File: src/rtl/debugger_multichannel.sv
// UART debug probe: an 8N1 command byte selects one of NUM_CHANNELS probe words
// for a one-shot snapshot or periodic streaming; the word is returned as a framed 8N1 dump.
module debugger_multichannel #(
  parameter int unsigned DIVIDER_TICKS = 191,
  parameter int unsigned DATA_WIDTH    = 24,
  parameter int unsigned NUM_CHANNELS  = 4,
  parameter int unsigned STREAM_PERIOD = 1048576
) (
  input  logic                               clk_in,
  input  logic                               reset,
  input  logic [NUM_CHANNELS*DATA_WIDTH-1:0] data_in,
  input  logic                               debug_uart_rx_in,
  output logic                               tx_out,
  output logic                               debug_start,
  output logic                               busy,
  output logic                               cmd_error
);

  localparam int unsigned NB      = (DATA_WIDTH + 7) / 8;
  localparam int unsigned WORD_W  = NB * 8;
  localparam int unsigned FRAME_W = WORD_W + 8;
  localparam int unsigned CNT_W   = $clog2(DIVIDER_TICKS);
  localparam int unsigned PER_W   = (STREAM_PERIOD > 1) ? $clog2(STREAM_PERIOD) : 1;
  localparam int unsigned BIDX_W  = $clog2(NB + 1);

  localparam logic [CNT_W-1:0]  BIT_LAST  = CNT_W'(DIVIDER_TICKS - 1);
  localparam logic [CNT_W-1:0]  HALF_LAST = CNT_W'(DIVIDER_TICKS / 2 - 1);
  localparam logic [PER_W-1:0]  PER_LAST  = PER_W'(STREAM_PERIOD - 1);
  localparam logic [BIDX_W-1:0] BYTE_LAST = BIDX_W'(NB);

  typedef enum logic [1:0] {RX_IDLE, RX_START, RX_DATA, RX_STOP} rx_state_t;
  typedef enum logic [2:0] {TX_IDLE, TX_LOAD, TX_START, TX_DATA, TX_STOP} tx_state_t;

  rx_state_t          rx_state_q, rx_state_d;
  tx_state_t          tx_state_q, tx_state_d;
  logic               rx_s1_q, rx_s2_q, rx_prev_q;
  logic [CNT_W-1:0]   rx_cnt_q, rx_cnt_d, tx_cnt_q, tx_cnt_d;
  logic [2:0]         rx_bit_q, rx_bit_d, tx_bit_q, tx_bit_d;
  logic [7:0]         rx_sh_q, rx_sh_d, tx_sh_q, tx_sh_d;
  logic               rx_done_q, rx_done_d;
  logic [FRAME_W-1:0] frame_q, frame_d;
  logic [BIDX_W-1:0]  byte_idx_q, byte_idx_d;
  logic [3:0]         sel_chan_q, sel_chan_d, pend_chan_q, pend_chan_d, stream_chan_q, stream_chan_d;
  logic               pend_q, pend_d, stream_on_q, stream_on_d, due_q, due_d;
  logic [PER_W-1:0]   per_cnt_q, per_cnt_d;
  logic               tx_q, tx_d, ds_q, ds_d, busy_q, busy_d, err_q, err_d;
  logic [DATA_WIDTH-1:0] sel_word;
  logic [FRAME_W-1:0]    load_frame;
  logic                  chan_ok;

  // Channel word mux for the LOAD cycle
  always_comb begin
    sel_word = '0;
    for (int k = 0; k < NUM_CHANNELS; k++) begin
      if (sel_chan_q == 4'(k)) sel_word = data_in[k*DATA_WIDTH +: DATA_WIDTH];
    end
    load_frame = {4'hA, sel_chan_q, WORD_W'(sel_word)};
    chan_ok    = 32'(rx_sh_q[3:0]) < NUM_CHANNELS;
  end

  // Next-state and next-output logic for RX, triggers and TX
  always_comb begin
    rx_state_d    = rx_state_q;
    rx_cnt_d      = rx_cnt_q + CNT_W'(1);
    rx_bit_d      = rx_bit_q;
    rx_sh_d       = rx_sh_q;
    rx_done_d     = 1'b0;
    tx_state_d    = tx_state_q;
    tx_cnt_d      = tx_cnt_q + CNT_W'(1);
    tx_bit_d      = tx_bit_q;
    tx_sh_d       = tx_sh_q;
    frame_d       = frame_q;
    byte_idx_d    = byte_idx_q;
    sel_chan_d    = sel_chan_q;
    pend_d        = pend_q;
    pend_chan_d   = pend_chan_q;
    stream_on_d   = stream_on_q;
    stream_chan_d = stream_chan_q;
    due_d         = due_q;
    per_cnt_d     = per_cnt_q;
    tx_d          = tx_q;
    ds_d          = 1'b0;
    busy_d        = busy_q;
    err_d         = 1'b0;

    case (rx_state_q)
      RX_IDLE: begin
        rx_cnt_d = '0;
        if (rx_prev_q && !rx_s2_q) rx_state_d = RX_START;
      end
      RX_START: if (rx_cnt_q == HALF_LAST) begin
        rx_cnt_d   = '0;
        rx_bit_d   = '0;
        rx_state_d = rx_s2_q ? RX_IDLE : RX_DATA;
      end
      RX_DATA: if (rx_cnt_q == BIT_LAST) begin
        rx_cnt_d = '0;
        rx_sh_d  = {rx_s2_q, rx_sh_q[7:1]};
        rx_bit_d = rx_bit_q + 3'd1;
        if (rx_bit_q == 3'd7) rx_state_d = RX_STOP;
      end
      RX_STOP: if (rx_cnt_q == BIT_LAST) begin
        rx_state_d = RX_IDLE;
        if (rx_s2_q) rx_done_d = 1'b1;
        else         err_d     = 1'b1;
      end
      default: rx_state_d = RX_IDLE;
    endcase

    case (tx_state_q)
      TX_IDLE: begin
        tx_cnt_d = '0;
        if (pend_q) begin
          tx_state_d = TX_LOAD;
          sel_chan_d = pend_chan_q;
          pend_d     = 1'b0;
          ds_d       = 1'b1;
        end else if (due_q) begin
          tx_state_d = TX_LOAD;
          sel_chan_d = stream_chan_q;
          due_d      = 1'b0;
          ds_d       = 1'b1;
        end
      end
      TX_LOAD: begin
        tx_cnt_d   = '0;
        tx_sh_d    = load_frame[FRAME_W-1 -: 8];
        frame_d    = {load_frame[FRAME_W-9:0], 8'h00};
        byte_idx_d = '0;
        busy_d     = 1'b1;
        tx_d       = 1'b0;
        tx_state_d = TX_START;
      end
      TX_START: if (tx_cnt_q == BIT_LAST) begin
        tx_cnt_d   = '0;
        tx_bit_d   = '0;
        tx_d       = tx_sh_q[0];
        tx_state_d = TX_DATA;
      end
      TX_DATA: if (tx_cnt_q == BIT_LAST) begin
        tx_cnt_d = '0;
        if (tx_bit_q == 3'd7) begin
          tx_d       = 1'b1;
          tx_state_d = TX_STOP;
        end else begin
          tx_bit_d = tx_bit_q + 3'd1;
          tx_sh_d  = tx_sh_q >> 1;
          tx_d     = tx_sh_q[1];
        end
      end
      TX_STOP: if (tx_cnt_q == BIT_LAST) begin
        tx_cnt_d = '0;
        if (byte_idx_q == BYTE_LAST) begin
          busy_d     = 1'b0;
          tx_state_d = TX_IDLE;
        end else begin
          byte_idx_d = byte_idx_q + BIDX_W'(1);
          tx_sh_d    = frame_q[FRAME_W-1 -: 8];
          frame_d    = {frame_q[FRAME_W-9:0], 8'h00};
          tx_d       = 1'b0;
          tx_state_d = TX_START;
        end
      end
      default: tx_state_d = TX_IDLE;
    endcase

    // Period counter; a wrap re-arms stream_due even if it was just served
    if (stream_on_q) begin
      if (per_cnt_q == PER_LAST) begin
        per_cnt_d = '0;
        due_d     = 1'b1;
      end else begin
        per_cnt_d = per_cnt_q + PER_W'(1);
      end
    end

    // Command decode runs last so a fresh snapshot survives a same-cycle serve
    if (rx_done_q) begin
      if (!chan_ok) begin
        err_d = 1'b1;
      end else begin
        case (rx_sh_q[7:4])
          4'h1: begin
            pend_d      = 1'b1;
            pend_chan_d = rx_sh_q[3:0];
          end
          4'h2: begin
            stream_on_d   = 1'b1;
            stream_chan_d = rx_sh_q[3:0];
            per_cnt_d     = '0;
          end
          4'h3:    stream_on_d = 1'b0;
          default: err_d       = 1'b1;
        endcase
      end
    end
  end

  always_ff @(posedge clk_in) begin
    if (reset) begin
      rx_s1_q       <= 1'b1;
      rx_s2_q       <= 1'b1;
      rx_prev_q     <= 1'b1;
      rx_state_q    <= RX_IDLE;
      tx_state_q    <= TX_IDLE;
      rx_cnt_q      <= '0;
      tx_cnt_q      <= '0;
      rx_bit_q      <= '0;
      tx_bit_q      <= '0;
      rx_sh_q       <= '0;
      tx_sh_q       <= '0;
      rx_done_q     <= 1'b0;
      frame_q       <= '0;
      byte_idx_q    <= '0;
      sel_chan_q    <= '0;
      pend_q        <= 1'b0;
      pend_chan_q   <= '0;
      stream_on_q   <= 1'b0;
      stream_chan_q <= '0;
      due_q         <= 1'b0;
      per_cnt_q     <= '0;
      tx_q          <= 1'b1;
      ds_q          <= 1'b0;
      busy_q        <= 1'b0;
      err_q         <= 1'b0;
    end else begin
      rx_s1_q       <= debug_uart_rx_in;
      rx_s2_q       <= rx_s1_q;
      rx_prev_q     <= rx_s2_q;
      rx_state_q    <= rx_state_d;
      tx_state_q    <= tx_state_d;
      rx_cnt_q      <= rx_cnt_d;
      tx_cnt_q      <= tx_cnt_d;
      rx_bit_q      <= rx_bit_d;
      tx_bit_q      <= tx_bit_d;
      rx_sh_q       <= rx_sh_d;
      tx_sh_q       <= tx_sh_d;
      rx_done_q     <= rx_done_d;
      frame_q       <= frame_d;
      byte_idx_q    <= byte_idx_d;
      sel_chan_q    <= sel_chan_d;
      pend_q        <= pend_d;
      pend_chan_q   <= pend_chan_d;
      stream_on_q   <= stream_on_d;
      stream_chan_q <= stream_chan_d;
      due_q         <= due_d;
      per_cnt_q     <= per_cnt_d;
      tx_q          <= tx_d;
      ds_q          <= ds_d;
      busy_q        <= busy_d;
      err_q         <= err_d;
    end
  end

  assign tx_out      = tx_q;
  assign debug_start = ds_q;
  assign busy        = busy_q;
  assign cmd_error   = err_q;

endmodule

File: config.mk
export PLATFORM = sky130hd
export DESIGN_NAME = debugger_multichannel
export DESIGN_NICKNAME = d
export VERILOG_FILES = /design/src/rtl/debugger_multichannel.sv
export SDC_FILE = /design/constraint.sdc
export NUM_CORES = 1
export LEC_CHECK = 0
export CAP_MARGIN = 20
export CORE_MARGIN = 5
export CORE_UTILIZATION = 49
export CTS_BUF_LIST = sky130_fd_sc_hd__clkbuf_4 sky130_fd_sc_hd__clkbuf_8
export DETAILED_ROUTE_END_ITERATION = 10
export MAX_ROUTING_LAYER = met4
export PLACE_DENSITY = 0.78
export SYNTH_ARGS = -nofsm -noshare
export SYNTH_HDL_FRONTEND = slang
export SYNTH_SLANG_ARGS = --single-unit
export TNS_END_PERCENT = 50
File: constraint.sdc
create_clock -name clk_in -period 1.95 [get_ports clk_in]
set_clock_uncertainty 0.15 [all_clocks]
set_input_delay 0.39 -clock clk_in [delete_from_list [all_inputs] [get_ports clk_in]]
set_output_delay 0.39 -clock clk_in [all_outputs]
set_load 0.01 [all_outputs]
==> Word level (Yosys, flattened, before mapping) <==
Cells that the tools add are included.
{ "totals": {"in_bits": 99, "elab_cells": 174, "regBits": 120, "out_inout_bits": 4} }
{ "op_classes": {"n_lt_le_gt_ge": 1, "eq_ne": 33, "addsub": 6, "n_bitwise": 3, "n_reduce_logical": 30, "muxes": 76} }
{ "ops": {"columns": ["op", "n"], "rows": [
  ["20-bit two-way mux", 5],
  ["24-bit two-way mux", 4],
  ["32-bit two-way mux", 2],
  ["32-bit one-hot mux with 2 select lines", 1],
  ["8-bit two-way mux", 7],
  ["8-bit one-hot mux with 3 select lines", 2],
  ["3-bit two-way mux", 11],
  ["1-bit two-way mux", 24],
  ["2-bit inequality test (second input constant)", 12],
  ["20-bit by 1-bit adder with 20-bit output (second input constant)", 1],
  ["20-bit == test (second input constant)", 1],
  ["5-bit AND reduction", 4],
  ["2-bit two-way mux", 9],
  ["3-bit AND reduction", 6],
  ["8-bit by 1-bit adder with 8-bit output (second input constant)", 2],
  ["4-bit by 2-bit == test with 1-bit output (second input constant)", 4],
  ["8-bit == test (second input constant)", 2],
  ["8-bit one-hot mux with 2 select lines", 1],
  ["3-bit one-hot mux with 5 select lines", 1],
  ["3-bit one-hot mux with 2 select lines", 2],
  ["2-bit nonzero test", 5],
  ["3-bit == test (second input constant)", 3],
  ["3-bit OR reduction", 3],
  ["4-bit by 1-bit == test with 1-bit output (second input constant)", 2],
  ["other kinds (25)", 35]
]} }

==> Longest topological paths before layout <==
{ "logic_depth": {"depth_word": 6, "mapped_depth": 8, "depth_no_buf": 6} }

==> Least setup slack after synthesis <==
OpenSTA, ideal clock, no wires.
{ "synth_timing": {"path_kind": "register to register", "start": "register tx_state_q[0]", "end": "register tx_sh_q[6]", "required_time_ps": 1668, "setup_slack_ps": -102, "setup_ps": 132, "path_stages_with_launch": 7, "path_buffers": 2, "arrival_ps": 1770, "cell_sequence": "dfxtp_1 > or3b_2 > o41a_1 > buf_2 > buf_2 > a222oi_1 > nor3_1"} }
{ "synth_between": {"elab_chain_len": 3} }
{ "synth_rtl": {"columns": ["item", "line", "rtl"], "rows": [
  ["from (decl)", "35", "tx_state_t tx_state_q, tx_state_d;"],
  ["from (signal assigned)", "231", "tx_state_q <= tx_state_d;"],
  ["3-bit == test, or another cell as far along", "110", "case (tx_state_q)"],
  ["2-bit inequality test (no line) or 3-bit nonzero test (tied branches)", null, null],
  ["5-bit AND reduction (no line)", null, null],
  ["to (signal assigned)", "237", "tx_sh_q <= tx_sh_d;"],
  ["to (decl)", "39", "logic [7:0] rx_sh_q, rx_sh_d, tx_sh_q, tx_sh_d;"]
]} }
Parallel ways exist; a longest one is shown, timed or not.
A chain may end at the register's enable or synchronous reset.

==> Worst setup path after layout <==
{ "layout_timing": {"start": "register tx_cnt_q[0]", "end": "register frame_q[25]"} }
{ "layout_between": {"elab_chain_len": 3} }
{ "layout_rtl": {"columns": ["item", "line", "rtl"], "rows": [
  ["from (decl)", "37", "logic [CNT_W-1:0] rx_cnt_q, rx_cnt_d, tx_cnt_q, tx_cnt_d;"],
  ["from (signal assigned)", "233", "tx_cnt_q <= tx_cnt_d;"],
  ["8-bit == test", "151", "TX_STOP: if (tx_cnt_q == BIT_LAST) begin"],
  ["2-bit inequality test (no line)", null, null],
  ["3-bit AND reduction (no line)", null, null],
  ["to (signal assigned)", "239", "frame_q <= frame_d;"],
  ["to (decl)", "41", "logic [FRAME_W-1:0] frame_q, frame_d;"]
]} }
Every way passes these cells.

==> metrics.txt <==
most frequent cell after synthesis dfxtp_1; io pins 103; top cells by area, synth dfxtp_1 40%, nor2_1 4.7%, mux2i_1 3.7%, a21oi_1 3.4%, mux2_2 3.2%; first-pass GRT wire length 24.04 mm; share of flip-flops with an asynchronous set or reset 0; worst reg2reg path startpoint tx_cnt_q[0]; total grt overflow 0; # nets final 905; pre-CTS WS -0.03099 ns; Worst VDD drop 0.0004996 V; Cell Pwr Density 508.7 nW/µm²; row cnt 39; final hold violations 0; Yosys top cell area share 0.3975; hold path startpoint reset; Yosys reg bits 112; Final GP Congestion 0.8809; RSZ-0062 raised after global routing yes; largest area contributor in the netlist dfxtp_1; Post-route DRC 0; Detailed Place HPWL 11.20 mm; Routed Antenna Nets 0; top cells by count, synth 112 x dfxtp_1, 71 x nor2_1, 48 x nand2_1; Root Buffer clkbuf_8; Final setup viols 14; initial antenna violation count 0; Die Y 117.3 µm; Post-Layout Cell Count 943; Max clock buf depth 2; post-synthesis cell count 652; Max-cap violations 0; fmax 498.3 MHz; crit start category flip-flop; Worst Setup SP tx_cnt_q[0]; Reg clk slew, reported paths 0.10 ns; YS warnings 0; port bufs 102; type of the worst min-delay path input pin to flip-flop; critical path class flip-flop to flip-flop; fillers 860; H-Tree Depth 3; crit path DAT 2.15 ns; Tot GR Track Use 0.2223; Finished Core Util 0.6764; 1st-iter DRT viols 412; violated checks setup timing; chip width 117.3 µm; Starting Density 0.4961; antenna cells 0; CP endpoint kind flip-flop; register area share after synthesis 0.3975; Max Fanout on Critical Path 5; setup TNS -0.3906 ns; synth-to-layout area growth 36.34%; max_slew headroom 0.6304; Vias/cell 5.832; CTS Buf Count 9; largest net degree at the start of global routing 43; library cells used by synthesis 62; Slew @ Worst Pin 0.5498 ns; proportion of layout cells with a drive suffix above 1 0.1988; DR vias 5,500; Mapped Nets 761; number of synthesized flops with an enable pin 0; Post-Syn Area per Cell 8.651 µm²; leak pwr 2.759 nW; vias in the first global route 5,199; ys flop type dfxtp_1; clk_lat worst skew 0.38 ns; CTS tree yes; dpl cells 913; final slew viol count 0; TritonRoute pass-1 iters 7; WL per Instance 16.57 µm; Mapped Area 5640 µm²; status complete, but fails checks; worst endpoint required time 2.10 ns; Core Region 11,370 µm²; final WL 15.63 mm; period utilization 1.029; Final min period 2.007 ns; clock sinks 112; post-route setup slack -0.05702 ns; die area 13,760 µm²
==> worst max-delay path: stages (launching register included) <==
cell and delay [ns]:
dfxtp_1 0.32, inv_1 0.05, ha_1 0.16, nand3b_1 0.16, buf_4 0.19, o41ai_4 0.36
buf_4 0.20, nand2_2 0.10, o31ai_1 0.25
==> repair_timing <==
item / 4_1_cts / 5_1_grt
setup buffers: 3 / 9
resized for setup: 16 / 33
endpoints found under the setup margin: 9 / 47
hold buffers: 0 / 0
cloned: 2 / 2
pin swaps: 1 / 28
==> layer usage <==
layer | vias up | GRT usage | part of all wire
met5 | - | - | 0
met4 | 0 | 0.05581 | 0.014
met3 | 20 | 0.04884 | 0.057
met2 | 172 | 0.3876 | 0.53
met1 | 2620 | 0.2596 | 0.40
li1 | 2688 | - | -
==> worst paths after layout <==
| path | to | slack [ns] | depth (start not counted) |
|---|---|---|---|
| worst max-delay path | frame_q[25] | -0.06 | 8 |
| worst min register to register | rx_s2_q | 0.28 | 1 |
| worst min-delay path | rx_sh_q[7] | 0.21 | 2 |
| worst max register to register | frame_q[25] | -0.06 | 8 |
==> metrics by stage <==
| step | total power [mW] | area (µm²) | hold slack, ns |
|---|---|---|---|
| floorplan | 2.442 | 5647 | 0.2395 |
| global placement | 2.662 | 7153 | 0.2436 |
| detailed placement | 2.669 | 7153 | 0.2560 |
| CTS | 3.940 | 7466 | 0.1915 |
| global route | 4.052 | 7690 | 0.2142 |
| finish | 3.912 | 7690 | 0.2094 |
==> layout make-up <==
type | instances | area, µm² | share of cell area
repair buffers | 173 | 1620 | 0.2107
clock buffers | 12 | 152.6 | 0.01985
well taps | 143 | 178.9 | 0.02327
multi-input cells | 487 | 3405 | 0.4427
flip-flops and latches | 112 | 2257 | 0.2935
clock inverters | 3 | 27.53 | 0.003580
inverters | 13 | 48.80 | 0.006346
==> cells by family after synthesis <==
family / after synthesis / synth area share
AOI/OAI and AO/OA: 149 / 0.1903
muxes: 38 / 0.07320
adders and majority gates: 10 / 0.02218
and+or+nand+nor: 265 / 0.2425
xor gates and xnor gates: 24 / 0.03727
buffers and inverters: 54 / 0.03704
DFF: 112 / 0.3975
==> report_power, final <==
group	internal, mW	total (mW)	leakage, nW	switching (mW)
combinational	0.227	0.330	1.76	0.103
clock	0.534	1.29	0.0914	0.754
sequential	2.29	2.29	0.909	0.00424
total	3.05	3.91	2.76	0.862
==> sequential cells by signal (all words and copies together) (netlist names), 2 cells and up, named ones only <==
name and count:
rx_sh_q 8, sel_chan_q 4, pend_chan_q 4, tx_bit_q 3, rx_bit_q 3, stream_chan_q 4
per_cnt_q 20, tx_state_q 3, tx_cnt_q 8, byte_idx_q 2, frame_q 24, rx_cnt_q 8
tx_sh_q 8
==> cell usage in the layout (no fill, tap or decap), types with 19 or more instances in the layout <==
cell             count
nand3_1             28
nand2_1             46
a21oi_1             37
nor2_1              71
mux2i_1             21
nor3_1              19
clkdlybuf4s50_1    101
buf_4               64
dfxtp_1            100
o21ai_0             20
No activity file was read; power rests on OpenSTA's default activity.
